File: config.mk
export PLATFORM = sky130hd
export DESIGN_NAME = lampfpu_exp_seq
export DESIGN_NICKNAME = d
export VERILOG_FILES = /design/src/rtl/lampfpu_exp_seq.sv
export SDC_FILE = /design/constraint.sdc
export NUM_CORES = 2
export LEC_CHECK = 0
export CAP_MARGIN = 5
export CORE_MARGIN = 3
export CORE_UTILIZATION = 45
export CTS_BUF_LIST = sky130_fd_sc_hd__clkbuf_8 sky130_fd_sc_hd__clkbuf_16
export DETAILED_ROUTE_END_ITERATION = 8
export SLEW_MARGIN = 20
export SYNTH_ARGS = -nofsm -noshare
export SYNTH_HDL_FRONTEND = slang
export SYNTH_SLANG_ARGS = --single-unit
File: constraint.sdc
create_clock -name clk -period 17.86 [get_ports clk]
set_input_delay 4.465 -clock clk [delete_from_list [all_inputs] [get_ports clk]]
set_output_delay 4.465 -clock clk [all_outputs]
set_load 0.05 [all_outputs]
File: src/rtl/lampfpu_exp_seq.sv
// Multi-cycle bfloat16 exp(x): range reduction by 1/ln2, then a quadratic approximation of 2^r.
// LAMP_EXP_EARLY_OUT_EN lets special/big/tiny operands skip straight from CONV to PACK.
module lampfpu_exp_seq (
    input  logic       clk,
    input  logic       rst,
    input  logic       doExp_i,
    input  logic       s_op_i,
    input  logic [7:0] e_op_i,
    input  logic [6:0] f_op_i,
    input  logic       isZ_op_i,
    input  logic       isInf_op_i,
    input  logic       isSNAN_op_i,
    input  logic       isQNAN_op_i,
    output logic       s_res_o,
    output logic [7:0] e_res_o,
    output logic [6:0] f_res_o,
    output logic       valid_o,
    output logic       busy_o,
    output logic       isOverflow_o,
    output logic       isUnderflow_o,
    output logic       isToRound_o
);
    localparam logic [15:0] INVLN2   = 16'hB8AA;
    localparam logic [15:0] C1       = 16'd43030;
    localparam logic [15:0] C2       = 16'd22506;
    localparam int          FIX_FRAC = 16;

`ifdef LAMP_EXP_EARLY_OUT_EN
    localparam bit EARLY_OUT = 1'b1;
`else
    localparam bit EARLY_OUT = 1'b0;
`endif

    typedef enum logic [2:0] {S_IDLE, S_CONV, S_MUL, S_POLY1, S_POLY2, S_PACK} state_t;
    typedef enum logic [2:0] {K_NORM, K_NAN, K_INF, K_ZERO, K_ONE, K_ONE_RND, K_OVF, K_UNF} kind_t;

    typedef struct packed {
        logic       ovf;
        logic       unf;
        logic       rnd;
        logic [7:0] e;
        logic [6:0] f;
    } res_t;

    // Fixed result for every operand class that bypasses the polynomial.
    function automatic res_t special_res(input kind_t kind);
        res_t r;
        r = '0;
        case (kind)
            K_NAN:     begin r.e = 8'hFF; r.f = 7'h40; end
            K_INF:     r.e = 8'hFF;
            K_ONE:     r.e = 8'd127;
            K_ONE_RND: begin r.e = 8'd127; r.rnd = 1'b1; end
            K_OVF:     begin r.e = 8'hFF; r.ovf = 1'b1; end
            K_UNF:     r.unf = 1'b1;
            default:   r = '0;
        endcase
        return r;
    endfunction

    state_t             state_q;
    kind_t              kind_q;
    logic               s_q, isz_q, isinf_q, isnan_q;
    logic [7:0]         e_q;
    logic [6:0]         f_q;
    logic signed [24:0] x_q;
    logic signed [8:0]  k_q;
    logic [15:0]        r_q;
    logic [16:0]        t_q;

    logic signed [9:0]  eu, neg_eu;
    logic [24:0]        mant, xmag;
    logic signed [24:0] x_d;
    kind_t              kind_d;
    logic signed [41:0] prod;
    logic signed [24:0] y;
    logic [31:0]        c2r;
    logic [16:0]        t_d;
    logic [32:0]        rt;
    logic [17:0]        p_raw;
    logic [16:0]        p_n;
    logic signed [10:0] e_n;
    res_t               res_norm, res_d;

    always_comb begin
        eu     = $signed({2'b00, e_q}) - 10'sd127;
        neg_eu = -eu;
        mant   = 25'({1'b1, f_q}) << (FIX_FRAC - 7);
        xmag   = eu[9] ? (mant >> neg_eu[3:0]) : (mant << eu[2:0]);
        x_d    = s_q ? -$signed(xmag) : $signed(xmag);

        kind_d = K_NORM;
        if (isnan_q)               kind_d = K_NAN;
        else if (isinf_q)          kind_d = s_q ? K_ZERO : K_INF;
        else if (isz_q)            kind_d = K_ONE;
        else if (eu >= 10'sd7)     kind_d = s_q ? K_UNF : K_OVF;
        else if (eu <= -10'sd10)   kind_d = K_ONE_RND;
    end

    // y = x/ln2 in Q8.16; the slice is an arithmetic shift right by 15 (floor).
    always_comb begin
        prod = 42'(x_q) * 42'($signed({1'b0, INVLN2}));
        y    = prod[39:15];
        c2r  = 32'(C2) * 32'(r_q);
        t_d  = 17'(C1) + 17'(c2r[31:16]);
        rt   = 33'(r_q) * 33'(t_q);
    end

    always_comb begin
        p_raw = 18'h10000 + 18'(rt[32:16]);
        p_n   = p_raw[17] ? p_raw[17:1] : p_raw[16:0];
        e_n   = 11'(k_q) + 11'sd127 + 11'(p_raw[17]);

        res_norm = '0;
        if (e_n >= 11'sd255) begin
            res_norm.ovf = 1'b1;
            res_norm.e   = 8'hFF;
        end else if (e_n <= 11'sd0) begin
            res_norm.unf = 1'b1;
        end else begin
            res_norm.e   = e_n[7:0];
            res_norm.f   = p_n[15:9];
            res_norm.rnd = |p_n[8:0];
        end
        res_d = (kind_q == K_NORM) ? res_norm : special_res(kind_q);
    end

    logic unused_bits;
    assign unused_bits = ^{prod[41:40], prod[14:0], c2r[15:0], rt[15:0], p_n[16], neg_eu[9:4]};

    always_ff @(posedge clk or posedge rst) begin
        if (rst) begin
            state_q       <= S_IDLE;
            kind_q        <= K_NORM;
            s_q           <= 1'b0;
            isz_q         <= 1'b0;
            isinf_q       <= 1'b0;
            isnan_q       <= 1'b0;
            e_q           <= '0;
            f_q           <= '0;
            x_q           <= '0;
            k_q           <= '0;
            r_q           <= '0;
            t_q           <= '0;
            s_res_o       <= 1'b0;
            e_res_o       <= '0;
            f_res_o       <= '0;
            valid_o       <= 1'b0;
            busy_o        <= 1'b0;
            isOverflow_o  <= 1'b0;
            isUnderflow_o <= 1'b0;
            isToRound_o   <= 1'b0;
        end else begin
            case (state_q)
                S_IDLE: if (doExp_i) begin
                    s_q     <= s_op_i;
                    e_q     <= e_op_i;
                    f_q     <= f_op_i;
                    isz_q   <= isZ_op_i;
                    isinf_q <= isInf_op_i;
                    isnan_q <= isSNAN_op_i | isQNAN_op_i;
                    busy_o  <= 1'b1;
                    state_q <= S_CONV;
                end
                S_CONV: begin
                    x_q     <= x_d;
                    kind_q  <= kind_d;
                    state_q <= S_MUL;
                    if (EARLY_OUT && kind_d != K_NORM) begin
                        {isOverflow_o, isUnderflow_o, isToRound_o, e_res_o, f_res_o} <= special_res(kind_d);
                        s_res_o <= 1'b0;
                        valid_o <= 1'b1;
                        state_q <= S_PACK;
                    end
                end
                S_MUL: begin
                    k_q     <= y[24:16];
                    r_q     <= y[FIX_FRAC-1:0];
                    state_q <= S_POLY1;
                end
                S_POLY1: begin
                    t_q     <= t_d;
                    state_q <= S_POLY2;
                end
                // Outputs load on the edge into PACK so valid_o and the result appear together.
                S_POLY2: begin
                    {isOverflow_o, isUnderflow_o, isToRound_o, e_res_o, f_res_o} <= res_d;
                    s_res_o <= 1'b0;
                    valid_o <= 1'b1;
                    state_q <= S_PACK;
                end
                S_PACK: begin
                    valid_o <= 1'b0;
                    busy_o  <= 1'b0;
                    state_q <= S_IDLE;
                end
                default: state_q <= S_IDLE;
            endcase
        end
    end
endmodule

==> summary.md <==
| Metric | Value |
|---|---|
| Status | complete, no violations |
| GR Overflow Total | 0 |
| Delay-heaviest family, CP | adder cells |
| Initial antenna violation count | 0 |
| Vias per cell | 5.329 |
| Total CTS buffers | 9 |
| Hold Crit Start | valid_o |
| WHS | 0.4980 ns |
| Largest net degree at the start of global routing | 61 |
| Fin cells | 3676 |
| Antenna diodes | 0 |
| Cts repair resizes | 0 |
| Final-report setup violation count | 0 |
| Worst hold path type | reg -> reg |
| Syn nets | 3775 |
| Unrepaired setup endpoints after global routing | false |
| Required @ worst endpoint | 18.20 ns |
| Clock Skews | 0.02467 ns |
| Crit-path max FO | 24 |
| H-tree depth | 3 |
| Postcts setup bufs | 0 |
| Post-DR wirelength/cell | 18.17 um |
| Core area | 58250 um^2 |
| Final hold vios | 0 |
| Detailed Place HPWL | 54730 um |
| EDFF count, synth | 0 |
| IO Port Bufs | 42 |
| Dpl ws | 8.470 ns |
| Slowest CP cell | dfrtp_1 |
| Cell taking the most area after synthesis | fa_1 |
| Share of cells above drive strength 1 | 3.332% |
| CP max stage delay | 1.06 ns |
| Final Max Slew Viols | 0 |
| First-pass GRT wire length | 111600 um |
| Setup TNS | 0 ns |
| # rows | 88 |
| Fill cells | 5524 |
| Die extent in x | 249.7 um |
| TritonCTS clock tree | yes |
| Worst slew margin | 27.87% |
| Post-Place Cells | 3660 |
| Vias | 19.59k |
| #FFs+latches synth | 112 |
| Clk root buf | clkbuf_16 |
| Starting Density | 45.88% |
| Synth top area share | 33.41% |
| # IOs | 44 |
| Clock Sinks | 112 |
| Worst Path Class, Setup | reg -> reg |
| Worst Path Buf+Inv | 6 |
| Max Fclk | 107.3 MHz |
| Crit path DAT | 9.65 ns |
| CTS Buffer Depth | 2 |
| Clk pin slew, worst setup/hold paths | 0.10 ns |
| Top cells by area, synth | fa_1 33%, ha_1 18%, dfrtp_1 10% |
| Final #Nets | 3757 |
| DR DRC count | 0 |
| PnR worst setup slack | 8.544 ns |
| Async SR Flop Fraction | 100.0% |
| Die H | 249.7 um |
| Syn Std Cell Area | 26730 um^2 |
| Crit path from | r_q[15] |
| Area added between synthesis and finish | 5.492% |
| Post-synth cell types | 89 |
| Gr usage total | 22.27% |
| Syn Inst Count | 2924 |
| Sequential fraction of the synthesis area | 10.49% |
| Routability cong. | 0.8594 |
| Startpoint types | register |
| Post-CTS Hold Fix Bufs | 0 |
| Worst setup EP type | register |
| Worst Tran Pin Value | 1.082 ns |
| Crit-path most repeated cell | fa_1 |
| Vias in the first global route | 21.22k |
| Max-cap violations | 0 |
| RR Startpoint | r_q[15] |
| Final period util | 52.16% |
| Post-layout min period | 9.316 ns |
| DRT antenna net count | 0 |
| Drt total wl | 66790 um |
| Yosys warns | 0 |
| Clock latency on the worst-skew pair | 0.41 ns |
| DR iter-0 viols | 1101 |
| Syn_area_per_cell | 9.140 um^2 |
| Drt first pass iters | 6 |
| Main flop type after synthesis | dfrtp_1 |
| Area of the die | 62350 um^2 |
[per-stage QoR]
stage	util [%]	cell area (um^2)
2_1_floorplan	-	26730
3_3_place_gp	47.88	27890
3_5_place_dp	47.88	27890
4_1_cts	48.39	28190
5_1_grt	48.40	28190
6_report	48.40	28190
[placed cells by master, fill, tap and decap left out, types with 14 or more instances in the layout]
| cell | count |
|---|---|
| a21oi_1 | 90 |
| xnor2_1 | 69 |
| ha_1 | 381 |
| nor3_1 | 33 |
| a21o_1 | 22 |
| nand2_1 | 315 |
| dfrtp_1 | 108 |
| mux2_2 | 22 |
| o211ai_1 | 16 |
| clkdlybuf4s50_1 | 42 |
| nand3_1 | 38 |
| o21a_1 | 14 |
| and2_1 | 122 |
| inv_1 | 649 |
| buf_4 | 26 |
| nand2b_1 | 16 |
| mux2i_1 | 15 |
| fa_1 | 446 |
| nor2_1 | 85 |
| o21ai_0 | 117 |
| xor2_1 | 40 |
[worst reg2reg max path, delay by kind of cell (launching register included)]
family | cells | cell delay, ns
buf+inv | 6 | 0.56
fa+ha+maj | 9 | 3.95
simple gates | 6 | 1.54
flops | 1 | 1.06
xor+xnor | 2 | 0.37
compound gates | 9 | 1.80
[routing by layer]
metal | track usage, % | wire [um] | part of all wire, % | vias up
met2 | 35.84 | 30560 | 46 | 446
li1 | - | - | - | 9208
met1 | 31.45 | 31130 | 47 | 9849
met4 | 6.034 | 1804 | 2.7 | 0
met5 | 0 | 0 | 0 | -
met3 | 3.324 | 3294 | 4.9 | 85
[registers in the layout, indices dropped and copies added (netlist names), 3 cells and up]
| name | cells |
|---|---|
| r_q | 16 |
| f_q | 7 |
| x_q | 25 |
| e_res_o | 8 |
| f_res_o | 7 |
| t_q | 17 |
| e_q | 8 |
| kind_q | 3 |
| k_q | 9 |
| state_q | 3 |
[layout make-up]
type                    count  area, um^2  area share [%]
clock buffers              10       239.0          0.8476
clock inverters             6       58.81          0.2086
inverters                 651        2446           8.676
multi-input cells        2064       21070           74.73
flip-flops and latches    112        2808           9.959
well taps                 765       957.2           3.395
repair buffers             68       615.6           2.183
[cell usage after synthesis, types with 7 or more instances]
master	n
mux2_2	22
xor2_1	40
a21oi_1	90
nand2_1	315
mux2i_1	15
a211oi_1	11
o21bai_1	13
nand3b_1	7
a31oi_1	13
ha_1	382
nor4_1	9
o211ai_1	16
and2_1	122
inv_1	650
clkbuf_1	81
nand2b_1	16
nor3_1	33
nor2_1	86
and3_1	10
dfrtp_1	112
fa_1	446
a21o_1	22
o21ai_1	7
o31ai_1	11
o21a_1	14
o21ai_0	117
or3_1	9
nand3_1	38
nand4_1	11
xnor2_1	69
nor2b_1	8
[cell families after synthesis]
family                   after synthesis  synth area share [%]
multiplexers                          44                 2.107
buffers and inverters                748                 10.70
flip-flops                           112                 10.49
AND/OR/NAND/NOR                      690                 12.39
AO/OA/AOI/OAI                        392                 9.443
XOR/XNOR                             109                 3.572
adder cells (fa/ha/maj)              828                 51.29
other                                  1               0.01403
[worst paths after layout]
kind,end,slack (ns),cells past startpoint
worst max-delay path,f_res_o[2],8.54,32
worst min-delay path,valid_o,0.50,2
worst max register to register,f_res_o[2],8.54,32
worst min register to register,valid_o,0.50,2
max in group asynchronous,r_q[14],11.97,3
min in group asynchronous,x_q[1],4.60,2
Power is not shown: default switching activity piles up to over one toggle a cycle in this logic, so the estimate is an artifact.
